--- src/rtl/div_seq.sv ---
// Sequential signed divider: restoring shift-subtract, one quotient bit per clock.
// Defining DIV_REMAINDER_EN adds the data_remainder port and its sign-fix logic.
module div_seq #(
  parameter int WIDTH = 32
) (
  input  logic             clock,
  input  logic             reset,
  input  logic [WIDTH-1:0] data_operandA,
  input  logic [WIDTH-1:0] data_operandB,
  input  logic             ctrl_DIV,
  output logic [WIDTH-1:0] data_result,
  output logic             data_exception,
  output logic             data_resultRDY
`ifdef DIV_REMAINDER_EN
  ,
  output logic [WIDTH-1:0] data_remainder
`endif
);

  localparam int CW = $clog2(WIDTH) + 1;
  localparam logic [WIDTH-1:0] MIN_NEG = {1'b1, {(WIDTH-1){1'b0}}};

  typedef enum logic [1:0] {S_IDLE, S_CALC, S_FIX} state_t;

  state_t           r_state;
  state_t           w_state_next;
  logic [CW-1:0]    r_count;
  logic [WIDTH-1:0] r_q;
  logic [WIDTH-1:0] r_r;
  logic [WIDTH-1:0] r_b;
  logic             r_sign_q;
  logic             r_exc;
`ifdef DIV_REMAINDER_EN
  logic             r_sign_r;
`endif

  // Magnitudes are formed one bit wider so |MIN_NEG| is representable.
  logic [WIDTH:0]   w_a_ext, w_b_ext, w_abs_a, w_abs_b;
  logic             w_div_zero, w_ovf, w_exc_start;
  logic [WIDTH:0]   w_shift;
  logic [WIDTH+1:0] w_diff;
  logic             w_ge, w_last;
  logic [WIDTH-1:0] w_quot;
  logic             w_unused;

  assign w_a_ext     = {data_operandA[WIDTH-1], data_operandA};
  assign w_b_ext     = {data_operandB[WIDTH-1], data_operandB};
  assign w_abs_a     = data_operandA[WIDTH-1] ? -w_a_ext : w_a_ext;
  assign w_abs_b     = data_operandB[WIDTH-1] ? -w_b_ext : w_b_ext;
  assign w_div_zero  = (data_operandB == '0);
  assign w_ovf       = (data_operandA == MIN_NEG) && (data_operandB == '1);
  assign w_exc_start = w_div_zero | w_ovf;

  // Partial remainder stays below |B| <= 2^(WIDTH-1), so WIDTH bits hold it between steps.
  assign w_shift  = {r_r, r_q[WIDTH-1]};
  assign w_diff   = {1'b0, w_shift} - {2'b00, r_b};
  assign w_ge     = ~w_diff[WIDTH+1];
  assign w_last   = (r_count == CW'(WIDTH - 1));
  assign w_quot   = r_sign_q ? -r_q : r_q;
  assign w_unused = ^{w_abs_a[WIDTH], w_abs_b[WIDTH], w_diff[WIDTH]};

  always_ff @(posedge clock or posedge reset) begin
    if (reset) r_state <= S_IDLE;
    else       r_state <= w_state_next;
  end

  // A start pulse wins in every state, which is how an in-flight divide is aborted.
  always_comb begin
    w_state_next = r_state;
    if (ctrl_DIV) begin
      w_state_next = w_exc_start ? S_FIX : S_CALC;
    end else begin
      case (r_state)
        S_IDLE:  w_state_next = S_IDLE;
        S_CALC:  if (w_last) w_state_next = S_FIX;
        S_FIX:   w_state_next = S_IDLE;
        default: w_state_next = S_IDLE;
      endcase
    end
  end

  always_ff @(posedge clock or posedge reset) begin
    if (reset) begin
      r_count        <= '0;
      r_q            <= '0;
      r_r            <= '0;
      r_b            <= '0;
      r_sign_q       <= 1'b0;
      r_exc          <= 1'b0;
      data_result    <= '0;
      data_exception <= 1'b0;
      data_resultRDY <= 1'b0;
`ifdef DIV_REMAINDER_EN
      r_sign_r       <= 1'b0;
      data_remainder <= '0;
`endif
    end else begin
      data_resultRDY <= 1'b0;
      if (ctrl_DIV) begin
        r_count <= '0;
        r_b     <= w_abs_b[WIDTH-1:0];
        // Exceptions preload final magnitudes with signs cleared so FIX passes them through.
        if (w_div_zero) begin
          r_q      <= '0;
          r_r      <= data_operandA;
          r_sign_q <= 1'b0;
          r_exc    <= 1'b1;
`ifdef DIV_REMAINDER_EN
          r_sign_r <= 1'b0;
`endif
        end else if (w_ovf) begin
          r_q      <= MIN_NEG;
          r_r      <= '0;
          r_sign_q <= 1'b0;
          r_exc    <= 1'b1;
`ifdef DIV_REMAINDER_EN
          r_sign_r <= 1'b0;
`endif
        end else begin
          r_q      <= w_abs_a[WIDTH-1:0];
          r_r      <= '0;
          r_sign_q <= data_operandA[WIDTH-1] ^ data_operandB[WIDTH-1];
          r_exc    <= 1'b0;
`ifdef DIV_REMAINDER_EN
          r_sign_r <= data_operandA[WIDTH-1];
`endif
        end
      end else begin
        case (r_state)
          S_CALC: begin
            r_r     <= w_ge ? w_diff[WIDTH-1:0] : w_shift[WIDTH-1:0];
            r_q     <= {r_q[WIDTH-2:0], w_ge};
            r_count <= r_count + 1'b1;
          end
          S_FIX: begin
            data_result    <= w_quot;
            data_exception <= r_exc;
            data_resultRDY <= 1'b1;
`ifdef DIV_REMAINDER_EN
            data_remainder <= r_sign_r ? -r_r : r_r;
`endif
          end
          default: ;
        endcase
      end
    end
  end

endmodule
--- config.mk ---
export PLATFORM = sky130hd
export DESIGN_NAME = div_seq
export DESIGN_NICKNAME = d
export VERILOG_FILES = /design/src/rtl/div_seq.sv
export SDC_FILE = /design/constraint.sdc
export NUM_CORES = 1
export LEC_CHECK = 0
export ABC_AREA = 1
export CAP_MARGIN = 20
export CORE_MARGIN = 4
export CORE_UTILIZATION = 55
export CTS_BUF_LIST = sky130_fd_sc_hd__clkbuf_2
export CTS_CLUSTER_DIAMETER = 200
export DETAILED_ROUTE_END_ITERATION = 16
export GPL_TIMING_DRIVEN = 0
export PLACE_DENSITY_LB_ADDON = 0.15
export SLEW_MARGIN = 20
export SYNTH_ARGS = -nofsm -noshare
export SYNTH_HDL_FRONTEND = slang
export SYNTH_SLANG_ARGS = --single-unit
--- constraint.sdc ---
create_clock -name clock -period 8.4 [get_ports clock]
set_input_delay 1.26 -clock clock [delete_from_list [all_inputs] [get_ports clock]]
set_output_delay 1.26 -clock clock [all_outputs]
set_load 0.03 [all_outputs]
# After elaboration in Yosys (flattened, before gate mapping)
# Cells that the tools add are included.
# totals
reg_bits	140
input_bits	67
elab_cells	52
# classes
addsub	5
eq_ne	6
n_mux	23
bitwise_logic	4
reduce_logical	4
# op_table
cell	n
32-bit 2-to-1 mux	11
32-bit negator	3
32-bit == test (second input constant)	2
33-bit by 32-bit subtractor with 34-bit output	1
32-bit logical NOT	1
6-bit 2-to-1 mux	2
2-bit 2-to-1 mux	4
6-bit by 1-bit adder with 6-bit output (second input constant)	1
6-bit by 5-bit == test with 1-bit output (second input constant)	1
1-bit 2-to-1 mux	6
3-bit inequality test (second input constant)	1
2-bit by 1-bit == test with 1-bit output (second input constant)	1
2-bit == test (second input constant)	1
1-bit NOT	2
2-bit AND reduction	1
2-bit nonzero test	1
1-bit logical AND	1
1-bit bitwise OR	1
1-bit XOR	1

# Depth between registers and ports, before layout
# Gate-level depths: netlist of the first run.
# depth
word_depth	5
ltp_mapped	17
mapped_depth_nobuf	16

# Least setup slack after synthesis of the first run
# Ideal clock, no wire load.
# synth_timing
path_kind	input to register
startpoint	input data_operandA[1]
endpoint	register r_q[1]
t_arrival_ns	2.445
path_slack_ns	5.816
cell_stages	12
path_buffers	1
path_cell_list	inv_1 > ha_1 > nand3_1 > nor2_1 > nand2_1 > nor2_1 > nand2_1 > nand3_2 > inv_2 > buf_6 > nand2_1 > a22oi_1
# synth_between
elab_chain_cells	5
# synth_lines
element	line	rtl
start, declared	8	input logic [WIDTH-1:0] data_operandA,
32-bit negator or 32-bit == test (tied branches)	48, 51	
32-bit 2-to-1 mux or 1-bit logical AND (tied branches)	48, 51	
32-bit 2-to-1 mux (*)	111	end else if (w_ovf) begin
32-bit 2-to-1 mux (*)	103	if (w_div_zero) begin
32-bit 2-to-1 mux (*)	99	if (ctrl_DIV) begin
end signal, assigned	120	r_q <= w_abs_a[WIDTH-1:0];
end signal, assigned	132	r_q <= {r_q[WIDTH-2:0], w_ge};
end, declared	28	logic [WIDTH-1:0] r_q;
# Mark *: on every way between the ends. The rest lies on a longest branch, timed or not.
# A chain may end at the register's enable or synchronous reset.

# Worst setup path after layout of the first run
# layout_timing
startpoint	input ctrl_DIV
endpoint	register r_r[26]
# layout_between
elab_chain_cells	1
# layout_lines
element	line	rtl
start, declared	10	input logic ctrl_DIV,
32-bit 2-to-1 mux or 2-bit nonzero test (tied branches)	-	
end signal, assigned	105	r_r <= data_operandA;
end signal, assigned	131	r_r <= w_ge ? w_diff[WIDTH-1:0] : w_shift[WIDTH-1:0];
end, declared	29	logic [WIDTH-1:0] r_r;
# Parallel ways exist; a longest one is shown, timed or not.

==> flow_summary.ini, run 1 <==
[detailed_routing]
drt_drc_violations_left = 0
via_count = 12700
detail_route.vias_per_cell = 5.52
first_iter_violations = 1375
ant_nets = 0
wire_per_inst_um = 17.1
wl_mm = 39.2
number_of_detailed_routing_iterations_run_before_antenna_repair = 5

[critical_path]
timing.critical_path.to_type = register
timing.critical_path.from_type = input port
slowest_stage = nor2_1
worst-endpoint-arrival_ns = 3.85
path_max_fanout = 10
critPathKind = in -> reg
cell_chain_critical_path = clkdlybuf4s50_1 -> clkbuf_1 -> nor2_1 -> clkbuf_1 -> nand2_1 -> inv_1 -> nand2_1 -> nand2_1
cpMostUsedCell = nand2_1
worst-endpoint-required_ns = 9.10
timing.critical_path.slowest_cell_delay_ns = 0.76

[clock_network]
clock_sinks = 140
cts-resized-gates = 0
cts_max_level = 4
tritoncts = done
clk-insertion-delay-late_ns = 0.77
cts_root_buffer = clkbuf_2
cts_max_path_buffers = 2
numCtsBuffers = 17
cts.repair_timing.setup_buffer_count = 0
postCtsHoldBufs = 0
cts.clk_slew.worst_paths_ns = 0.23

[synth]
post_synth_instance_area_um2 = 11800
synth_largest_type_area_fraction_pct = 29.8
synth_cells = 1890
synth_largest_area_cell = dfrtp_1
synth_area_per_cell_um2 = 6.22
count_of_different_cell_masters_after_synthesis = 47
yosys_warnings = 0
ys_ff_latch = 140
syn_nets = 1995
synth_area_leaders = dfrtp_1 (30%), nand2_1 (19%), inv_1 (8.8%)
part_of_the_yosys_area_used_for_sequential_elements_pct = 29.8

[power]
total_leakage_power_nw = 6.92
swShare_pct = 43.5
pwr-share-seq_pct = 40.0
internal_power_mw = 1.21
power.density_nw_per_um2 = 160
worst_ir_drop_vdd_mv = 0.109
switching_power_mw = 0.930
power.share.combinational_pct = 40.8
relative_contribution_of_the_clock_network_to_total_power_pct = 19.3

[run_status]
status = finished, final reports clean

[sta]
hold_viol_final = 0
post-route-min-period_ns = 3.15
timing.fmax_mhz = 317
setup_violations = 0
max_slew.worst_pin.slew_ns = 0.891
maxSlewViolCount = 0
final_critical_path_setup_slack_ns = 5.25
skew_final_ns = 0.0438
period_share_pct = 37.5
setup_total_negative_slack_ns = 0
setup_repair_after_global_routing_missed_its_margin = false
slew_headroom_pct = 40.4

[grt]
grt_max_degree = 84
grt_antenna_before_repair = 1
grt-ovfl-total = 0
grt_pass1_vias = 11600
grt_util_all_layers_pct = 32.6
grt_first_pass_wirelength_mm = 61.5

[placement]
port_buffers = 100
inst_count_dp = 2266
post-place-ws_ns = 4.54
final_weighted_congestion_in_routability_driven_placement = 0.991
detailed_place_hpwl_mm = 31.9

[job]
cap_viol_max_count = 0

[die]
core_region_area_um2 = 21000
io-pin-count = 101
initial_util_pct = 55.9
die_span_x_um = 154
die_y_extent_um = 154
placementRows = 53
die-area_um2 = 23800

[layout]
utilization_pct = 63.6
layout_cell_share_with_drive_strength_beyond_1_pct = 4.20
layout.filler_cells = 2057
num-nets-final = 2115
layout-area-overhead-vs-synth_pct = 13.7
post_layout_nonfiller_instances = 2299

[hold_path]
hold_class = reg -> reg
## critical path, delay by kind of cell
kind | cells | cell delay [ns]
buffers and inverters | 4 | 1.52
and+or+nand+nor | 4 | 1.05
## cells in the mapped netlist, drive strengths merged
cell type and instances:
nand2 588, inv 280, nor2 245, nand3 175, dfrtp 140, o21ai 117, a21oi 51, xor2 47
nand4 38, clkbuf 37, ha 37, xnor2 24, nor3 23, buf 21, a22oi 18, nand3b 15
a31oi 8, and2 4, o21bai 4, clkinv 3, o22ai 3, or2 3, and3 2, nor4 2
a22o 1, fa 1, nor3b 1, o211ai 1, o31ai 1
## path summary, 6_finish.rpt
check                                start         endpoint  slack, ns  depth (start not counted)
setup / recovery                  ctrl_DIV          r_r[26]       5.25                          8
hold / removal             data_result[14]  data_result[14]       0.52                          2
setup reg to reg                   r_q[31]          r_r[28]       5.49                         16
hold reg to reg            data_result[14]  data_result[14]       0.52                          2
max in group asynchronous            reset          r_b[15]       6.73                          3
min in group asynchronous            reset   data_result[7]       0.86                          2
## kinds of logic after synthesis
family | count (synthesis) | synth area share (%)
AO/OA/AOI/OAI | 204 | 9.38
XOR/XNOR | 71 | 5.29
adder cells (fa/ha/maj) | 38 | 4.11
buffers and inverters | 341 | 11.4
flip-flops | 140 | 29.8
AND/OR/NAND/NOR | 1096 | 40.0
## routing by layer
layer / GRT usage (%) / vias up / wire [um]
met5: 0 / - / 0
met4: 8.87 / 0 / 890
met3: 5.60 / 79 / 3880
met2: 47.3 / 586 / 16400
met1: 50.0 / 5812 / 18100
li1: - / 6210 / -
## state kept, by name, indices dropped and copies added, names as in the netlist
signal          cells
data_resultRDY      1
r_state             2
data_result        32
data_exception      1
r_q                32
r_sign_q            1
r_b                32
r_r                32
r_exc               1
r_count             6
## power by group through the flow
stage,clock network [mW],logic (mW),registers [mW]
after floorplan,0,0.433,0.962
after global placement,0,0.846,0.864
after detailed placement,0,0.860,0.866
after CTS,0.409,0.863,0.854
after global routing,0.442,0.953,0.869
final,0.412,0.872,0.855
## stage by stage
stage	hold WS [ns]	power (mW)	instance area (um2)
floorplan	0.449	1.40	11800
global placement	0.467	1.71	13100
detailed placement	0.466	1.73	13100
CTS	0.518	2.13	13400
global route	0.551	2.26	13400
finish	0.516	2.14	13400
## layout make-up
cell class	instances	area (um2)	area share [%]
sequential	140	3500	26.2
timing repair buffer	101	1030	7.70
clock inverter	14	135	1.01
tap	275	344	2.57
multi-input combinational	1409	6910	51.7
inverter	283	1070	8.01
buffer	58	282	2.11
clock buffer	18	90.1	0.674
antenna	1	2.50	0.0187
## placed cells by master, fill, tap and decap left out, drive strengths merged, types with 15 or more instances in the layout
cell,Yosys,routed
buf,21,22
xor2,47,47
ha,37,37
a22oi,18,18
clkdlybuf4s50,0,100
nand4,38,38
nand2,588,588
nand3b,15,15
a21oi,51,51
nand3,175,175
inv,280,287
xnor2,24,24
o21ai,117,117
nor3,23,23
clkbuf,37,55
nor2,245,245
dfrtp,140,140
(Power assumes the default switching activity.)
==> run 2, diff against run 1 <==
==> constraint.sdc (replaced) <==
create_clock -name clock -period 2.9 [get_ports clock]
set_input_delay 0.435 -clock clock [delete_from_list [all_inputs] [get_ports clock]]
set_output_delay 0.435 -clock clock [all_outputs]
set_load 0.03 [all_outputs]
==> flow_summary.ini, run 2 (synthesis results as in run 1) <==
[grt]
grt_pass1_vias = 11600
grt-ovfl-total = 0
grt_antenna_before_repair = 1
grt_max_degree = 33
grt_first_pass_wirelength_mm = 61.1
grt_util_all_layers_pct = 32.4

[hold_path]
hp-start = data_operandB[0]
hold_class = in -> reg

[critical_path]
critPathKind = reg -> reg
cp_num_buf_inv = 2
cp_top_family = simple AND/OR/NAND/NOR gates
worst-endpoint-required_ns = 3.57
timing.critical_path.to_type = register
cell_chain_critical_path = inv_2 -> ha_1 -> inv_1 -> fa_1 -> nand3_1 -> nand3_2 -> nand2_1 -> nand2_1 -> nand2_1 -> nand2_1 -> nand2_1 -> nand2_1 -> nand2_1 -> nand3_1 -> nand2_1 -> nand2_1
slowest_stage = fa_1
worst-endpoint-arrival_ns = 3.41
cpMostUsedCell = nand2_1
timing.critical_path.from_type = register
critPathLaunch = r_q[31]
timing.critical_path.slowest_cell_delay_ns = 0.49
reg2reg_from = r_q[31]
path_max_fanout = 4

[clock_network]
clk-insertion-delay-late_ns = 0.79
cts_max_path_buffers = 2
clock_sinks = 140
cts.clk_slew.worst_paths_ns = 0.23
tritoncts = done
cts_max_level = 4
cts.repair_timing.setup_buffer_count = 0
cts_root_buffer = clkbuf_2
numCtsBuffers = 17

[sta]
setup_total_negative_slack_ns = 0
max_slew.worst_pin.slew_ns = 0.923
maxSlewViolCount = 0
post-route-min-period_ns = 2.74
timing.fmax_mhz = 365
period_share_pct = 94.5
hold_viol_final = 0
setup_repair_after_global_routing_missed_its_margin = false
final_critical_path_setup_slack_ns = 0.159
skew_final_ns = 0.0565
setup_violations = 0
slew_headroom_pct = 38.2

[detailed_routing]
via_count = 12800
first_iter_violations = 1419
drt_drc_violations_left = 0
detail_route.vias_per_cell = 5.54
number_of_detailed_routing_iterations_run_before_antenna_repair = 6
ant_nets = 0
wl_mm = 38.7
wire_per_inst_um = 16.8

[placement]
post-place-ws_ns = -0.0552
detailed_place.area_um2 = 13200
port_buffers = 100
final_weighted_congestion_in_routability_driven_placement = 1.02
detailed_place_hpwl_mm = 31.8

[die]
die_span_x_um = 154
placementRows = 53
core_region_area_um2 = 21000
initial_util_pct = 55.9
die_y_extent_um = 154
die-area_um2 = 23800
io-pin-count = 101

[power]
total_leakage_power_nw = 6.95
worst_ir_drop_vdd_mv = 0.341
finalPower_mw = 6.28
power.density_nw_per_um2 = 467

[job]
cap_viol_max_count = 0

[layout]
layout.filler_cells = 2033
layout_common_cells = nand2_1 (583), inv_1 (275), nor2_1 (228)
final_common_cell = nand2_1
final_design_area_no_fill_um2 = 13400
num-nets-final = 2119
layout-area-overhead-vs-synth_pct = 14.4
layout_cell_share_with_drive_strength_beyond_1_pct = 4.44

[run_status]
status = finished, final reports clean
[run 2: worst register-to-register path, cell delays in order (launching register included)]
cell     delay (ns)
dfrtp_1        0.47
inv_2          0.15
ha_1           0.18
inv_1          0.10
fa_1           0.49
nand3_1        0.15
nand3_2        0.13
nand2_1        0.09
nand2_1        0.12
nand2_1        0.09
nand2_1        0.14
nand2_1        0.18
nand2_1        0.07
nand2_1        0.05
nand3_1        0.09
nand2_1        0.08
nand2_1        0.05
[run 2: final cells by class]
| cell class | instances | area (um2) | area share [%] |
|---|---|---|---|
| Tap cell | 275 | 344 | 2.56 |
| Sequential cell | 140 | 3500 | 26.0 |
| Buffer | 58 | 282 | 2.09 |
| Clock inverter | 13 | 155 | 1.15 |
| Inverter | 283 | 1070 | 7.94 |
| Multi-Input combinational cell | 1409 | 6910 | 51.4 |
| Antenna cell | 1 | 2.50 | 0.0186 |
| Timing Repair Buffer | 105 | 1090 | 8.11 |
| Clock buffer | 18 | 90.1 | 0.670 |
[run 2: worst paths after layout]
path	to	slack (ns)	depth (start not counted)
hold / removal	r_b[0]	0.29	3
hold reg to reg	r_b[8]	0.52	2
max in group asynchronous	r_b[8]	1.57	5
setup / recovery	r_r[28]	0.16	16
min in group asynchronous	data_result[5]	0.53	3
setup reg to reg	r_r[28]	0.16	16
[run 2: per-stage QoR]
stage	std cells	hold slack (ns)	utilization, %
6_report	2302	0.290	64.0
4_1_cts	2301	0.258	63.9
5_1_grt	2302	0.267	64.0
3_3_place_gp	2265	0.469	62.3
2_1_floorplan	1890	0.449	-
3_5_place_dp	2269	0.469	62.7
[run 2: where the power goes]
| group | internal [mW] | total, mW | switching, mW |
|---|---|---|---|
| clock network | 0.419 | 1.27 | 0.855 |
| registers | 2.25 | 2.47 | 0.220 |
| logic | 0.921 | 2.53 | 1.61 |
| total | 3.59 | 6.28 | 2.68 |
[run 2: per-layer routing]
metal  global-route usage, %  routed length [um]
met1                    49.3               17700
met2                    46.4               16000
met3                    6.94                4010
met4                    9.34                1010
met5                       0                   0
[run 2: what timing repair did]
item                                   4_1_cts  5_1_grt
hold buffers                                 1        0
setup endpoints to repair                    0        3
endpoints found under the hold margin       12        0
resized for setup                            0        2
